File: src/rtl/bcd_alu_sequencer.sv
// Digit-serial signed-magnitude BCD ALU (SUM, SUB, MUL) that time-shares one
// single-digit BCD adder, least significant digit first, behind a start/busy/done handshake.
module bcd_alu_sequencer #(
  parameter int DIGIT_NUM = 8
) (
  input  logic                   clock,
  input  logic                   reset,
  input  logic                   start,
  input  logic [2:0]             op,
  input  logic [4*DIGIT_NUM-1:0] a,
  input  logic                   a_sign,
  input  logic [4*DIGIT_NUM-1:0] b,
  input  logic                   b_sign,
  output logic                   busy,
  output logic                   done,
  output logic [4*DIGIT_NUM-1:0] result,
  output logic                   result_sign,
  output logic                   overflow,
  output logic                   error
);

  localparam int W  = 4 * DIGIT_NUM;
  localparam int CW = $clog2(DIGIT_NUM + 1);
  localparam logic [2:0] OP_SUB = 3'd1;
  localparam logic [2:0] OP_MUL = 3'd2;

  typedef enum logic [2:0] {IDLE, PREP, ADD, COMPL, MSHIFT, MADD, DONE} state_t;

  state_t         state, next_state;
  logic [2:0]     op_r;
  logic [W-1:0]   a_r, b_r, acc;
  logic           a_sign_r, b_sign_r, sign_r, carry, ovf_r, err_r;
  logic [CW-1:0]  cnt, mdig;
  logic [3:0]     mrep;

  logic [3:0]     x, y, digit;
  logic [4:0]     sum5;
  logic           cout, eff_sub, last_digit, bad_input;
  logic [3:0]     top_digit;

  function automatic logic bad_bcd(input logic [W-1:0] v);
    logic bad;
    bad = 1'b0;
    for (int i = 0; i < DIGIT_NUM; i++)
      if (v[4*i +: 4] > 4'd9) bad = 1'b1;
    return bad;
  endfunction

  assign eff_sub    = a_sign_r ^ b_sign_r ^ (op_r == OP_SUB);
  assign last_digit = (cnt == CW'(DIGIT_NUM - 1));
  assign bad_input  = bad_bcd(a_r) | bad_bcd(b_r) | (op_r > OP_MUL);
  assign top_digit  = a_r[W-1 -: 4];

  // Shared digit adder: operand selection depends on which pass is running.
  always_comb begin
    // NOTE: every always_comb output gets a default first, so no path can infer a latch.
    x = acc[3:0];
    y = b_r[3:0];
    unique case (state)
      ADD:     begin x = a_r[3:0]; y = eff_sub ? 4'd9 - b_r[3:0] : b_r[3:0]; end
      COMPL:   begin x = 4'd9 - acc[3:0]; y = 4'd0; end
      default: ;
    endcase
    sum5 = 5'(x) + 5'(y) + 5'(carry);
    cout = (sum5 > 5'd9);
    digit = cout ? 4'(sum5 - 5'd10) : sum5[3:0];
  end

  always_ff @(posedge clock) begin
    if (reset) state <= IDLE;
    else       state <= next_state;
  end

  always_comb begin
    next_state = state;
    unique case (state)
      IDLE:   if (start) next_state = PREP;
      PREP:   if (bad_input)            next_state = DONE;
              else if (op_r == OP_MUL)  next_state = MSHIFT;
              else                      next_state = ADD;
      ADD:    if (last_digit) next_state = (eff_sub && !cout) ? COMPL : DONE;
      COMPL:  if (last_digit) next_state = DONE;
      MSHIFT: if (top_digit != 4'd0)             next_state = MADD;
              else if (mdig == CW'(DIGIT_NUM-1)) next_state = DONE;
      MADD:   if (last_digit) begin
                if (mrep > 4'd1)                 next_state = MADD;
                else if (mdig == CW'(DIGIT_NUM)) next_state = DONE;
                else                             next_state = MSHIFT;
              end
      DONE:   next_state = IDLE;
      default: next_state = IDLE;
    endcase
  end

  // Datapath: results shift in at the MSD while operands rotate under the adder.
  always_ff @(posedge clock) begin
    if (reset) begin
      // NOTE: sequential state uses non-blocking assignments so all registers update together.
      op_r <= '0; a_r <= '0; b_r <= '0; acc <= '0;
      a_sign_r <= 1'b0; b_sign_r <= 1'b0; sign_r <= 1'b0;
      carry <= 1'b0; ovf_r <= 1'b0; err_r <= 1'b0;
      cnt <= '0; mdig <= '0; mrep <= '0;
    end else begin
      unique case (state)
        IDLE: if (start) begin
          op_r <= op; a_r <= a; b_r <= b; a_sign_r <= a_sign; b_sign_r <= b_sign;
        end
        PREP: begin
          acc <= '0; ovf_r <= 1'b0; err_r <= bad_input;
          cnt <= '0; mdig <= '0; mrep <= '0;
          carry  <= (op_r != OP_MUL) && eff_sub;
          sign_r <= bad_input ? 1'b0 : (op_r == OP_MUL) ? (a_sign_r ^ b_sign_r) : a_sign_r;
        end
        ADD: begin
          acc   <= {digit, acc[W-1:4]};
          a_r   <= {a_r[3:0], a_r[W-1:4]};
          b_r   <= {b_r[3:0], b_r[W-1:4]};
          carry <= cout;
          cnt   <= last_digit ? '0 : cnt + 1'b1;
          if (last_digit) begin
            if (!eff_sub) ovf_r <= cout;
            else if (!cout) begin
              carry  <= 1'b1;
              sign_r <= ~a_sign_r;
            end
          end
        end
        COMPL: begin
          acc   <= {digit, acc[W-1:4]};
          carry <= cout;
          cnt   <= last_digit ? '0 : cnt + 1'b1;
        end
        MSHIFT: begin
          acc   <= {acc[W-5:0], 4'd0};
          a_r   <= {a_r[W-5:0], 4'd0};
          mrep  <= top_digit;
          mdig  <= mdig + 1'b1;
          carry <= 1'b0;
          if (acc[W-1 -: 4] != 4'd0) ovf_r <= 1'b1;
        end
        MADD: begin
          acc   <= {digit, acc[W-1:4]};
          b_r   <= {b_r[3:0], b_r[W-1:4]};
          carry <= cout;
          cnt   <= last_digit ? '0 : cnt + 1'b1;
          if (last_digit) begin
            carry <= 1'b0;
            mrep  <= mrep - 4'd1;
            if (cout) ovf_r <= 1'b1;
          end
        end
        default: ;
      endcase
    end
  end

  assign busy        = (state != IDLE) && (state != DONE);
  assign done        = (state == DONE);
  assign result      = acc;
  assign result_sign = sign_r & (acc != '0);
  assign overflow    = ovf_r;
  assign error       = err_r;

endmodule

File: config.mk
export PLATFORM = sky130hd
export DESIGN_NAME = bcd_alu_sequencer
export DESIGN_NICKNAME = d
export VERILOG_FILES = /design/src/rtl/bcd_alu_sequencer.sv
export SDC_FILE = /design/constraint.sdc
export NUM_CORES = 1
export LEC_CHECK = 0
export CAP_MARGIN = 20
export CORE_MARGIN = 2
export CORE_UTILIZATION = 57
export CTS_BUF_LIST = sky130_fd_sc_hd__clkbuf_4 sky130_fd_sc_hd__clkbuf_8
export CTS_CLUSTER_DIAMETER = 200
export DETAILED_ROUTE_END_ITERATION = 8
export PLACE_DENSITY = 0.95
export SLEW_MARGIN = 0
export SYNTH_ARGS = -nofsm -noshare
export SYNTH_HDL_FRONTEND = slang
export SYNTH_SLANG_ARGS = --single-unit
File: constraint.sdc
create_clock -name clock -period 9.3 [get_ports clock]
set_clock_uncertainty 0.1 [all_clocks]
set_input_delay 1.86 -clock clock [delete_from_list [all_inputs] [get_ports clock]]
set_output_delay 1.86 -clock clock [all_outputs]
set_load 0.02 [all_outputs]
==> Yosys cells after proc, flatten, opt, wreduce, memory -nomap -nowiden <==
Index checks and enable logic that the tools add are counted.
{ "word_totals": {"register_bits": 120, "inputBits": 72, "elab_cells": 155} }
{ "classes": {"addsub": 8, "magnitude_cmp": 19, "n_eq_ne": 23, "mux": 58, "bitwise_logic": 6, "reduce_logical": 27} }
{ "ops": {"columns": ["op", "n"], "rows": [
  ["$pmux 32 s3", 2],
  ["$gt 4x4->1 const B", 16],
  ["$mux 32", 2],
  ["$pmux 32 s2", 1],
  ["$pmux 4 s2", 4],
  ["$reduce_bool 32->1", 1],
  ["$mux 1", 29],
  ["$mux 3", 9],
  ["$ne 2x2->1 const B", 9],
  ["$pmux 3 s6", 1],
  ["$mux 4", 4],
  ["$pmux 4 s3", 1],
  ["$reduce_bool 3->1", 4],
  ["$reduce_bool 4->1", 3],
  ["$eq 3x2->1 const B", 3],
  ["$eq 3x3->1 const B", 3],
  ["$add 4x1->4 const B", 2],
  ["$eq 4x3->1 const B", 2],
  ["$reduce_and 2->1", 4],
  ["$reduce_bool 2->1", 4],
  ["$sub 4x4->4 const A", 2],
  ["$eq 3x1->1 const B", 2],
  ["$ne 3x3->1 const B", 2],
  ["$reduce_and 6->1", 1],
  ["other kinds (25)", 30]
]} }

==> Depth between registers and ports, before layout <==
{ "depth": {"depth_word": 13, "ltp_mapped": 15} }

==> Worst setup path before layout <==
Ideal clock, no wire load.
{ "synth_path": {"path_type": "register to output", "start": "reg state[2]", "end": "out done", "t_arrival_ps": 1296, "setup_slack_ps": 6044, "path_stages_with_launch": 5, "cell_sequence": "dfxtp_1 buf_4 buf_2 clkbuf_1 and3_1"} }
{ "synth_between": {"elab_chain_len": 1} }
{ "synth_lines": {"columns": ["item", "line_no", "text"], "rows": [
  ["from (decl)", "29", "state_t state, next_state;"],
  ["from (signal assigned)", "71", "else state <= next_state;"],
  ["$eq 3x3->1", "158", "assign done = (state == DONE);"],
  ["to (decl)", "15", "output logic done,"]
]} }
No other way between the ends.

==> Worst setup path after layout <==
{ "layout_path": {"start": "reg state[0]", "end": "out busy"} }
{ "layout_between": {"elab_chain_len": 2} }
{ "layout_lines": {"columns": ["item", "line_no", "text"], "rows": [
  ["$ne 3x3->1 / $reduce_bool 3->1 (equally long branches)", "157", "assign busy = (state != IDLE) && (state != DONE);"],
  ["$logic_and 1x1->1 *", "157", null],
  ["to (decl)", "14", "output logic busy,"]
]} }
Every way passes the cells marked *; elsewhere a longest branch is shown, timed or not.

==> flow_summary.yaml <==
floorplan:
  fp-row-count: 38
  start_util: 0.5810
  dieWidth_microns: 108.9
  core_sq_mm: 0.01079
  die_h_microns: 108.9
  dieArea_sq_mm: 0.01186
  ios: 109
final_layout:
  final_util: 0.7214
  final_area_sq_mm: 0.007786
  multiInputGateArea_sq_mm: 0.003500
  nFillCells: 763
  instances_no_fill: 1016
  final_cell_mix: "119 x dfxtp_1, 107 x clkdlybuf4s50_1, 102 x nand2_1, 84 x a21oi_1, 79 x nor2_1"
  fin_nets: 948
  seqCellArea_sq_mm: 0.002404
  antennaDiodeCount: 0
  area_growth_pct: 24.16
  drive_gt1_frac: 0.08105
  layout_commonest_cell: "dfxtp_1"
power_and_ir_drop:
  cellLeakagePower_uw: 0.002739
  ir_worst_vdd_uv: 166.4
  power.density_mw_per_mm2: 297.0
global_routing:
  overflow: 0
  grt_max_degree: 94
  antenna_found_initial: 0
  track_usage: 0.3080
  grt_pass1_vias: 5873
  grt_pass1_wl_microns: 29140
critical_path:
  critPathRequiredTime_ps: 7340
  r2r_cells: 15
  r2r_start: "state[0]"
  timing.rr.end: "result[31]"
  cp_data_arrival_time_ps: 2410
  worstSetupPathType: "reg2out"
  rrSetupSlack_ps: 5240
  path_max_fanout: 27
  cp-end-kind: "output port"
  cp-start-kind: "flop"
logic_synthesis:
  synthesis.nets: 873
  yosys_warnings: 0
  synth_cell_types: 65
  synth_edf_count: 0
  synthArstFlopShare: 0
  synthFlopType: "dfxtp_1"
  ys_seq_area_frac: 0.3831
  syn_inst: 788
  synth-seq-cells: 120
  syn_area_per_cell_sq_um: 7.958
  syn_area_sq_mm: 0.006271
routing:
  wire_per_inst_microns: 17.79
  routed_wl_microns: 18080
  routed-via-count: 6594
  via_per_inst: 6.490
  drc: 1
  drt_iter0_drc: 811
  final_antenna_net_count: 0
  firstDrtPassIters: 9
clocking:
  tritoncts: "done"
  cts_hold_buf: 0
  cts_buffer_depth: 2
  clkLatencyLatePin_ps: 440
  clock-sinks: 120
  ctsHtreeMaxLevel: 4
  cts_root_buf: "clkbuf_8"
  cts_buffers: 17
  ctsResizeCount: 0
  clk_pin_slew_worst_paths_ps: 80
  cts_setup_buffers: 0
sta:
  worstMarginPinSlew_ps: 998.3
  finalCritPeriodShare: 0.4699
  max_slew_margin: 0.3345
  min_period_ps: 4370
  layout_setup_ws_ps: 4930
  maxSlewViolCount: 0
  setup_tns_ps: 0
  hold_viol_final: 0
  grt_setup_unrepaired: "false"
  setup_viol: 0
  max_freq_mhz: 228.8
place:
  place_area_sq_mm: 0.007321
  dp_slack_ps: 5048
  dp.cells: 983
  dpl.hpwl_microns: 11510
  place.gp.congestion: 0.9115
  portBuffers: 108
worst_hold_path:
  hold_path_depth: 2
  min_path_type: "reg2reg"
  hold_start: "b_r[8]"
  whs_endpoint: "b_r[8]"
job:
  max-cap-violations: 0
outcome:
  violations: "design-rule violations"
  status: "finished, violations left"
## stage by stage
stage                     power (uW)  hold WS, ps
after floorplan                 1496        336.0
after global placement          1693        341.5
after detailed placement        1735        349.1
after CTS                       2279        359.7
after global routing            2445        378.3
final                           2312        358.4
## flip-flops by register name, indices dropped and copies added (netlist names), 3 cells and up
name    count
a_r        32
op_r        3
cnt         4
b_r        32
result     32
mdig        4
mrep        4
state       3
## report_power, final
group,internal [uW],switching [uW],total [uW],leakage [uW]
Clock,320,217,537,0.000220
Combinational,375,620,995,0.00154
Sequential,640,141,781,0.000982
Total,1330,977,2310,0.00274
## layer usage
metal  vias up  part of all wire  global-route usage
met1      3063              0.41              0.4268
met5         -                 0                   0
met2       409              0.47              0.4752
met4         0             0.026              0.1108
met3        51             0.093             0.06276
li1       3071                 -                   -
## cells by family (layout without fill, tap and decap cells)
family	Yosys count	count (layout)	share of synthesized area
AOI/OAI and AO/OA	306	306	0.3170
muxes	18	18	0.03093
and+or+nand+nor	242	242	0.1708
DFF	120	120	0.3831
buffers and inverters	82	170	0.05886
adders and majority gates	13	13	0.02833
xor gates and xnor gates	7	7	0.01097
## synth_stat cells, types with 3 or more instances
cell type | n | area, sq um
ha_1 | 11 | 137.6
o2111ai_1 | 4 | 35.03
a211oi_1 | 13 | 97.59
nand2_1 | 102 | 382.9
dfxtp_1 | 120 | 2402
nor2_1 | 79 | 296.5
a21oi_1 | 84 | 420.4
nand4_1 | 7 | 43.79
nand2b_1 | 3 | 18.77
nand3_1 | 10 | 50.05
and3_1 | 6 | 37.54
a22oi_1 | 68 | 510.5
nor2b_1 | 3 | 18.77
buf_4 | 9 | 67.56
inv_1 | 17 | 63.81
o221ai_1 | 4 | 35.03
mux2i_1 | 7 | 70.07
o22ai_1 | 3 | 18.77
nor4_1 | 9 | 56.30
o21ai_0 | 56 | 280.3
o21ai_1 | 4 | 20.02
clkbuf_1 | 30 | 112.6
a32oi_1 | 8 | 70.07
a222oi_1 | 6 | 60.06
nor3_1 | 5 | 25.02
buf_2 | 22 | 110.1
xnor2_1 | 5 | 43.79
a31oi_1 | 28 | 175.2
nand3b_1 | 3 | 22.52
mux2_2 | 11 | 123.9
a311oi_1 | 9 | 78.83
## critical path, cell delays in order (launching register included)
cell and delay, ps:
dfxtp_1 750, buf_4 410, or3_1 200, clkdlybuf4s50_1 610
## area by class of cell
class                      instances  area share
tap                              140     0.02250
inverter                          19    0.009160
clock buffer                      21     0.03712
sequential                       120      0.3087
clock inverter                    11     0.02169
multi-input combinational        586      0.4495
timing repair buffer             119      0.1514
## worst max-delay path by stage
stage	start	slack, ps	end	cells after the start
floorplan	state[2]	6040	done	4
global placement	start	5140	b_r[21]	6
detailed placement	start	5050	a_r[9]	6
CTS	state[0]	4980	busy	3
global route	state[2]	4840	busy	3
finish	state[0]	4930	busy	3
No activity file was read; power rests on OpenSTA's default activity.
